$ cat config.mk
export PLATFORM = sky130hd
export DESIGN_NAME = wb_queue_stage
export DESIGN_NICKNAME = d
export VERILOG_FILES = /design/src/rtl/wb_queue_stage.sv
export SDC_FILE = /design/constraint.sdc
export NUM_CORES = 1
export LEC_CHECK = 0
export ABC_AREA = 1
export CAP_MARGIN = 20
export CORE_UTILIZATION = 54
export CTS_CLUSTER_DIAMETER = 60
export CTS_CLUSTER_SIZE = 16
export DETAILED_ROUTE_END_ITERATION = 8
export HOLD_SLACK_MARGIN = 0.05
export PLACE_DENSITY_LB_ADDON = 0.2
export SYNTH_ARGS = -nofsm -noshare
export SYNTH_HDL_FRONTEND = slang
export SYNTH_SLANG_ARGS = --single-unit
$ cat constraint.sdc
create_clock -name clk -period 3.3 [get_ports clk]
set_input_delay 0.495 -clock clk [delete_from_list [all_inputs] [get_ports clk]]
set_output_delay 0.495 -clock clk [all_outputs]
set_load 0.01 [all_outputs]
$ cat src/rtl/wb_queue_stage.sv
// Writeback queue stage: buffers ALU/load results ahead of the register-file write port,
// with youngest-match forwarding. Define WB_LOAD_ALIGN_EN for load byte/half alignment (DATA_W=32).
module wb_queue_stage #(
  parameter int DATA_W = 32,
  parameter int ADDR_W = 4,
  parameter int DEPTH  = 4
) (
  input  logic                       clk,
  input  logic                       rst,
  input  logic                       in_valid,
  output logic                       in_ready,
  input  logic                       in_wb_en,
  input  logic                       in_mem_r_en,
  input  logic [DATA_W-1:0]          in_alu_result,
  input  logic [DATA_W-1:0]          in_mem_data,
  input  logic [ADDR_W-1:0]          in_dest,
  input  logic [1:0]                 in_size,
  input  logic                       in_signed,
  input  logic                       flush,
  output logic                       wb_en_out,
  output logic [ADDR_W-1:0]          wb_reg_dest_out,
  output logic [DATA_W-1:0]          wb_value_out,
  input  logic                       wb_gnt,
  input  logic [ADDR_W-1:0]          fwd_addr,
  output logic                       fwd_hit,
  output logic [DATA_W-1:0]          fwd_value,
  output logic [$clog2(DEPTH):0]     count
);

  localparam int PTR_W = $clog2(DEPTH);
  localparam int CNT_W = PTR_W + 1;

`ifdef WB_LOAD_ALIGN_EN
  // Lane select by low address bits, then sign/zero extension; word loads pass through.
  function automatic logic [DATA_W-1:0] align_load(input logic [DATA_W-1:0] data,
                                                  input logic [1:0]        lane,
                                                  input logic [1:0]        size,
                                                  input logic              sgn);
    logic [7:0]        b;
    logic [15:0]       h;
    logic [DATA_W-1:0] res;
    b = data[{lane, 3'b000} +: 8];
    h = lane[1] ? data[31:16] : data[15:0];
    case (size)
      2'b00:   res = {{(DATA_W-8){sgn & b[7]}}, b};
      2'b01:   res = {{(DATA_W-16){sgn & h[15]}}, h};
      default: res = data;
    endcase
    return res;
  endfunction
`else
  function automatic logic [DATA_W-1:0] align_load(input logic [DATA_W-1:0] data);
    return data;
  endfunction

  logic unused_align;
  assign unused_align = ^{in_size, in_signed};
`endif

  logic [DATA_W-1:0] q_val_p1  [DEPTH];
  logic [ADDR_W-1:0] q_dest_p1 [DEPTH];
  logic [PTR_W-1:0]  wr_ptr_p1;
  logic [PTR_W-1:0]  rd_ptr_p1;
  logic [CNT_W-1:0]  count_p1;

  logic              vld_p0;
  logic              pop;
  logic [DATA_W-1:0] enq_val_p0;

  // Stage 0: enqueue decision and value selection
  assign in_ready  = (count_p1 != CNT_W'(DEPTH));
  assign vld_p0    = in_valid && in_ready && in_wb_en;
  assign wb_en_out = (count_p1 != '0);
  assign pop       = wb_en_out && wb_gnt;

  always_comb begin
    enq_val_p0 = in_alu_result;
    if (in_mem_r_en) begin
`ifdef WB_LOAD_ALIGN_EN
      enq_val_p0 = align_load(in_mem_data, in_alu_result[1:0], in_size, in_signed);
`else
      enq_val_p0 = align_load(in_mem_data);
`endif
    end
  end

  // Stage 1: queue storage and control state
  always_ff @(posedge clk) begin
    if (vld_p0 && !flush) begin
      q_val_p1[wr_ptr_p1]  <= enq_val_p0;
      q_dest_p1[wr_ptr_p1] <= in_dest;
    end
  end

  always_ff @(posedge clk or negedge rst) begin
    if (!rst) begin
      wr_ptr_p1 <= '0;
      rd_ptr_p1 <= '0;
      count_p1  <= '0;
    end else if (flush) begin
      wr_ptr_p1 <= '0;
      rd_ptr_p1 <= '0;
      count_p1  <= '0;
    end else begin
      if (vld_p0) wr_ptr_p1 <= wr_ptr_p1 + PTR_W'(1);
      if (pop)    rd_ptr_p1 <= rd_ptr_p1 + PTR_W'(1);
      case ({vld_p0, pop})
        2'b10:   count_p1 <= count_p1 + CNT_W'(1);
        2'b01:   count_p1 <= count_p1 - CNT_W'(1);
        default: count_p1 <= count_p1;
      endcase
    end
  end

  assign count           = count_p1;
  assign wb_reg_dest_out = wb_en_out ? q_dest_p1[rd_ptr_p1] : '0;
  assign wb_value_out    = wb_en_out ? q_val_p1[rd_ptr_p1]  : '0;

  // Scan oldest to youngest so the last match seen is the youngest.
  always_comb begin
    logic [PTR_W-1:0] idx;
    fwd_hit   = 1'b0;
    fwd_value = '0;
    idx       = '0;
    for (int i = 0; i < DEPTH; i++) begin
      idx = rd_ptr_p1 + PTR_W'(i);
      if ((CNT_W'(i) < count_p1) && (q_dest_p1[idx] == fwd_addr)) begin
        fwd_hit   = 1'b1;
        fwd_value = q_val_p1[idx];
      end
    end
  end

endmodule

==> impl_results.md, run 1 <==
- Cell Pwr Density: 656.7 nW/um2
- Initial antenna violation count: 0
- Port Buffers: 152
- Hold slack: 0.3268 ns
- Initial drt markers: 1042
- Most frequent cells in the layout: nand2_1 (419), o21ai_0 (151), edfxtp_1 (144)
- Total gr overflow: 0
- Max incr delay on CP: 0.55 ns
- Failing checks: negative setup slack
- R2r startpoint: count[0]$_DFFE_PN0P_
- Worst vdd ir: 0.4590 mV
- Count of final max-slew check failures: 0
- Clock Latency Late Sink: 0.43 ns
- Pre-antenna DRT Iters: 6
- Cell at the root of the clock tree: clkbuf_16
- Top cells by area, synth: edfxtp_1 (42%), nand2_1 (16%), o21ai_0 (7.9%)
- Cell family with most CP delay: simple AND/OR/NAND/NOR gates
- Syn_nets: 1473
- CP Capture Type: output pin
- Dpl hpwl: 18340 um
- Setup CP Type: flip-flop to output pin
- CP most frequent cell: nand2_1
- Vias per inst: 5.801
- RSZ-0062 raised after global routing: yes
- Flop-to-flop setup slack: 1.13 ns
- Power, Total: 0.008949 W
- Distinct cells, synth: 29
- Tot GR Track Use: 31.16%
- Final Setup Violations: 6
- Crit. path cell count: 12
- TritonCTS buffer count: 17
- Largest net degree at the start of global routing: 73
- Drt wl/cell: 17.46 um
- Post-DP Area: 12370 um2
- Starting Density: 55.06%
- Synth area leader: edfxtp_1
- Mapped Cells: 1383
- Async S/R FF share, synth: 4.636%
- Fin util: 73.10%
- Post-synth top area share: 42.13%
- Hold Vio Cnt, Final: 0
- Chip Width: 139.9 um
- Most common cell after layout, fill and taps aside: nand2_1
- Fillers: 1357
- First-pass GRT wire length: 47470 um
- Setup_tns: -0.1471 ns
- Syn. warnings: 0
- Worst path cell trace: clkbuf_16, o21ai_0, nand2_1, nand3_1, nand2_1, nor2_4, nand3_4, buf_12, nand2_1, nand3_1, a21oi_2, buf_2
- Synth-to-layout area growth: 32.76%
- GPL Wtd Cong: 0.8805
- Status: finished with violations
- Die Area: 19570 um2
- R2R Path End: q_val_p1[0][13]$_DFFE_PP_
- Relative slew slack: 42.10%
- Crit start category: flip-flop
- CP Capture Point: fwd_value[0]
- Height of the die: 139.9 um
- # diodes: 0
- Yosys reg bits: 151
- H-tree depth: 4
- Max Cap Violations: 0
- Via count: 10476
- CTS Sinks: 151
- Critical Path Fanout Max: 17
- Worst-Margin Slew: 0.8685 ns
- Ys flop type: edfxtp_1
- Clk slew on worst S/H paths: 0.06 ns
- Worst Path Buf+Inv: 3
- Deepest clock path buffer count: 2
- Placeable Area: 18640 um2
- Register-to-Register Path Depth: 8
- Final #Nets: 1651
- Post-Route WL: 31530 um
- Clock skew: 0.007717 ns
- Post-Syn Area: 10260 um2
- Critical path origin: rd_ptr_p1[0]$_DFFE_PN0P_
- Slowest CP cell: dfrtp_4
- I/O pins: 156
- Worst Path Required: 2.80 ns
- Number of enable flip-flop cells after synthesis: 144
- Worst Path Arrival: 2.88 ns
- Worst Hold Class: input pin to async pin
- Seq/Total Area, Yosys: 43.83%
- Max Clk Rate: 296.1 MHz
- CTS tree: yes
- Leakage: 5.875 nW
- Mapped Avg Cell Area: 7.422 um2
- Vias in the first global route: 9485
- Final std cell area, no fill: 13630 um2
- Hold bufs inserted after CTS: 0
- Fraction of layout cells with a size suffix above 1: 19.15%
- Antenna viol nets, final: 0
- FP Rows: 50
- Min Tclk post-route: 3.378 ns
- Remaining DRCs: 0
- Worst Slack Setup Final: -0.07771 ns
- Period utilisation layout: 102.4%
## repair_timing
action	CTS	global route
endpoints found under the setup margin	34	47
gates resized for setup	143	123
buffers inserted	25	9
pin swaps	16	19
cloned	3	3
## layer usage
metal / vias to the layer above / global-route usage, % / wire (um)
met1: 4734 / 40.26 / 12260
met3: 116 / 5.093 / 3135
met4: 0 / 12.78 / 1186
met5: - / 0 / 0
li1: 4982 / - / -
met2: 644 / 52.05 / 14950
## cells in the mapped netlist, types with 2 or more instances
library cell,number
nor2_2,4
mux2_2,32
mux2i_1,30
clkbuf_1,35
inv_1,93
dfrtp_1,7
o21ai_1,40
ha_1,8
nand3_1,104
or2_2,7
buf_1,13
nor2_1,140
o21ai_0,163
buf_2,43
a21oi_1,33
buf_4,4
nand2_1,437
edfxtp_1,144
nand4_1,33
inv_2,3
nand2_2,2
## registers in the layout, indices dropped and copies added, names as in the netlist
signal	cells
q_val_p1	128
q_dest_p1	16
count	3
rd_ptr_p1	2
wr_ptr_p1	2
## report_power, final
part / leakage (nW) / internal, W / switching [W] / total, W
clock network: 0.261 / 0.00103 / 0.000759 / 0.00179
registers: 1.39 / 0.00217 / 0.0000460 / 0.00222
logic: 4.22 / 0.00199 / 0.00296 / 0.00495
total: 5.87 / 0.00518 / 0.00377 / 0.00895
## metrics by stage
stage	setup WS, ns	instances
after floorplan	0.1670	1383
after global placement	-0.04907	1737
after detailed placement	-0.07265	1737
after CTS	-0.06409	1795
after global routing	-0.1307	1806
final	-0.07771	1806
## layout make-up
class	count	area, um2	share of cell area (%)
clock buffer	19	432.9	3.177
clock inverter	11	103.9	0.7620
inverter	97	379.1	2.782
multi-input combinational	1041	5361	39.34
sequential	151	4503	33.04
tap	234	292.8	2.148
timing repair buffer	253	2555	18.75
## worst min-delay path by stage
stage / startpoint / to / slack [ns] / cells after the start
floorplan: rst / count[0]$_DFFE_PN0P_ / 0.20 / 0
global placement: wr_ptr_p1[1]$_DFFE_PN0P_ / wr_ptr_p1[1]$_DFFE_PN0P_ / 0.53 / 2
detailed placement: wr_ptr_p1[1]$_DFFE_PN0P_ / wr_ptr_p1[1]$_DFFE_PN0P_ / 0.53 / 2
CTS: rst / wr_ptr_p1[0]$_DFFE_PN0P_ / 0.33 / 1
global route: rst / wr_ptr_p1[0]$_DFFE_PN0P_ / 0.35 / 1
finish: rst / wr_ptr_p1[0]$_DFFE_PN0P_ / 0.33 / 1
## logic make-up after synthesis
| kind of cell | count (synthesis) | synth area share, % |
|---|---|---|
| adders and majority gates | 8 | 0.9752 |
| DFF | 151 | 43.83 |
| AOI/OAI and AO/OA | 237 | 11.58 |
| muxes | 62 | 6.436 |
| and+or+nand+nor | 732 | 29.38 |
| buffers and inverters | 193 | 7.801 |
Power figures use the tool's default switching activity.
==> run 2: changes to the inputs <==
--- a/config.mk
+++ b/config.mk
@@ -7,6 +7,7 @@
 export LEC_CHECK = 0
 export ABC_AREA = 1
 export CAP_MARGIN = 20
+export CORE_ASPECT_RATIO = 0.9
 export CORE_UTILIZATION = 54
 export CTS_CLUSTER_DIAMETER = 60
 export CTS_CLUSTER_SIZE = 16
==> run 2 against run 1 <==
  * Sequential share of layout area grew 0.61 points
  * Count of clock-buffer cells in the layout is 2 lower
  * Power fell by 1.5%
  * Final cell count about the same
  * Routed wire length decreased by 5.4%
  * Sequential power about the same
  * Largest power group unchanged
  * The run now ends clean
  * Clock skew increased by 0.00073 ns
  * Critical path depth grew 2
  * Via count fell by 2.6%
  * Register-to-register slack lost 0.21 ns
==> impl_results.md, run 2 (synthesis results as in run 1) <==
- CTS tree: yes
- Power, Total: 0.008819 W
- Critical path origin: rd_ptr_p1[0]$_DFFE_PN0P_
- Max Clk Rate: 305.6 MHz
- Final #Nets: 1637
- Clock skew: 0.008447 ns
- Max Cap Violations: 0
- # diodes: 0
- RSZ-0062 raised after global routing: yes
- Leakage: 5.800 nW
- Chip Width: 147.3 um
- Antenna viol nets, final: 0
- Fin util: 72.25%
- Worst path cell trace: buf_4, buf_6, nand2_1, nand3_1, nand3_1, nand2_1, nand3b_1, nor2_4, buf_12, inv_2, buf_12, nor2_2, a21oi_2, clkdlybuf4s15_2
- Most common cell after layout, fill and taps aside: nand2_1
- Fraction of layout cells with a size suffix above 1: 16.41%
- Pre-antenna DRT Iters: 5
- Worst vdd ir: 0.4040 mV
- GPL Wtd Cong: 0.8291
- Synth-to-layout area growth: 30.38%
- Fillers: 1428
- Deepest clock path buffer count: 2
- Vias per inst: 5.651
- Remaining DRCs: 0
- Cell at the root of the clock tree: clkbuf_16
- Worst Path Arrival: 2.78 ns
- Status: complete, no violations
- Initial antenna violation count: 0
- Initial drt markers: 920
- FP Rows: 47
- Clk slew on worst S/H paths: 0.06 ns
- Total gr overflow: 0
- Tot GR Track Use: 29.73%
- Via count: 10200
- Period utilisation layout: 99.15%
- Post-Route WL: 29830 um
- First-pass GRT wire length: 45490 um
- H-tree depth: 4
- Dpl hpwl: 17880 um
- Max incr delay on CP: 0.55 ns
- Hold slack: 0.3221 ns
- Die Area: 19560 um2
- Count of final max-slew check failures: 0
- R2r startpoint: count[0]$_DFFE_PN0P_
- Setup CP Type: flip-flop to output pin
- Largest net degree at the start of global routing: 127
- Cell family with most CP delay: simple AND/OR/NAND/NOR gates
- Port Buffers: 152
- CTS Sinks: 151
- Worst Path Buf+Inv: 6
- Hold Vio Cnt, Final: 0
- Placeable Area: 18520 um2
- Min Tclk post-route: 3.272 ns
- Cell Pwr Density: 659.0 nW/um2
- Drt wl/cell: 16.53 um
- Final Setup Violations: 0
- Crit start category: flip-flop
- I/O pins: 156
- Most frequent cells in the layout: nand2_1 (432), o21ai_0 (158), edfxtp_1 (144)
- Max reg flops: 128
- Worst Path Required: 2.80 ns
- Top reg by flops: q_val_p1
- Worst-Margin Slew: 0.7985 ns
- Clock Latency Late Sink: 0.43 ns
- Worst Hold Class: input pin to async pin
- Layout Cells excl Fill: 1805
- Critical Path Fanout Max: 19
- CP Capture Type: output pin
- Placed insts: 1748
- Slowest CP cell: dfrtp_4
- Height of the die: 132.8 um
- Relative slew slack: 46.76%
- Starting Density: 55.41%
- TritonCTS buffer count: 17
- Vias in the first global route: 9509
run 2: cell count changes in the layout (fill, tap and decap cells not counted), moves of 9 or more:
| cell | change |
|---|---|
| clkbuf_2 | +14 |
| nand2_1 | +13 |
| nand2_2 | -12 |
| buf_2 | -11 |
| nor2_1 | +11 |
| o21ai_1 | -10 |
| buf_8 | -9 |
run 2: worst reg2reg max path, delay by kind of cell, from the launching register on:
| family | cells | cell delay, ns |
|---|---|---|
| flops | 1 | 0.41 |
| fa+ha+maj | 1 | 0.23 |
| buf+inv | 3 | 0.53 |
| simple gates | 4 | 0.89 |
run 2: through the flow:
stage	TNS, ns	area (um2)	setup WS [ns]
after floorplan	0	10260	0.1670
after global placement	-0.1882	12460	-0.05614
after detailed placement	-0.3008	12460	-0.06983
after CTS	-0.4338	13190	-0.1718
after global routing	-0.3174	13380	-0.05009
final	0	13380	0.02792
run 2: area by class of cell:
cell class / count / area (um2) / share of cell area, %
clock inverters: 15 / 142.6 / 1.066
well taps: 245 / 306.5 / 2.291
flip-flops and latches: 151 / 4504 / 33.66
multi-input cells: 1040 / 5205 / 38.89
repair buffers: 240 / 2422 / 18.10
clock buffers: 17 / 425.4 / 3.179
inverters: 97 / 376.6 / 2.814
run 2: power by group:
part	internal (W)	switching, W
Sequential	0.00217	0.0000454
Clock	0.00105	0.000811
Combinational	0.00192	0.00282
Total	0.00514	0.00368
run 2: path summary, 6_finish.rpt:
path	end	slack (ns)	cells past startpoint
min in group clk	wr_ptr_p1[1]$_DFFE_PN0P_	0.56	2
worst min-delay path	count[1]$_DFFE_PN0P_	0.32	1
worst max register to register	q_val_p1[0][23]$_DFFE_PP_	0.92	8
worst min register to register	wr_ptr_p1[1]$_DFFE_PN0P_	0.56	2
max in group asynchronous	rd_ptr_p1[0]$_DFFE_PN0P_	2.71	1
worst max-delay path	fwd_value[4]	0.03	14
run 2: routing by layer:
layer,GRT usage (%),vias to the layer above,wire length [um],part of all wire [%]
li1,-,4953,-,-
met1,37.12,4669,11770,39
met2,51.07,497,14640,49
met3,4.414,81,2620,8.8
met4,13.23,0,803,2.7
met5,0,-,0,0
run 2: what timing repair did:
action | in CTS | in global routing
resized for setup | 95 | 89
pin swaps | 4 | 11
cloned | 1 | 7
endpoints found under the hold margin | 0 | 0
buffers inserted | 9 | 8
setup endpoints to repair | 36 | 54
hold buffers | 0 | 0
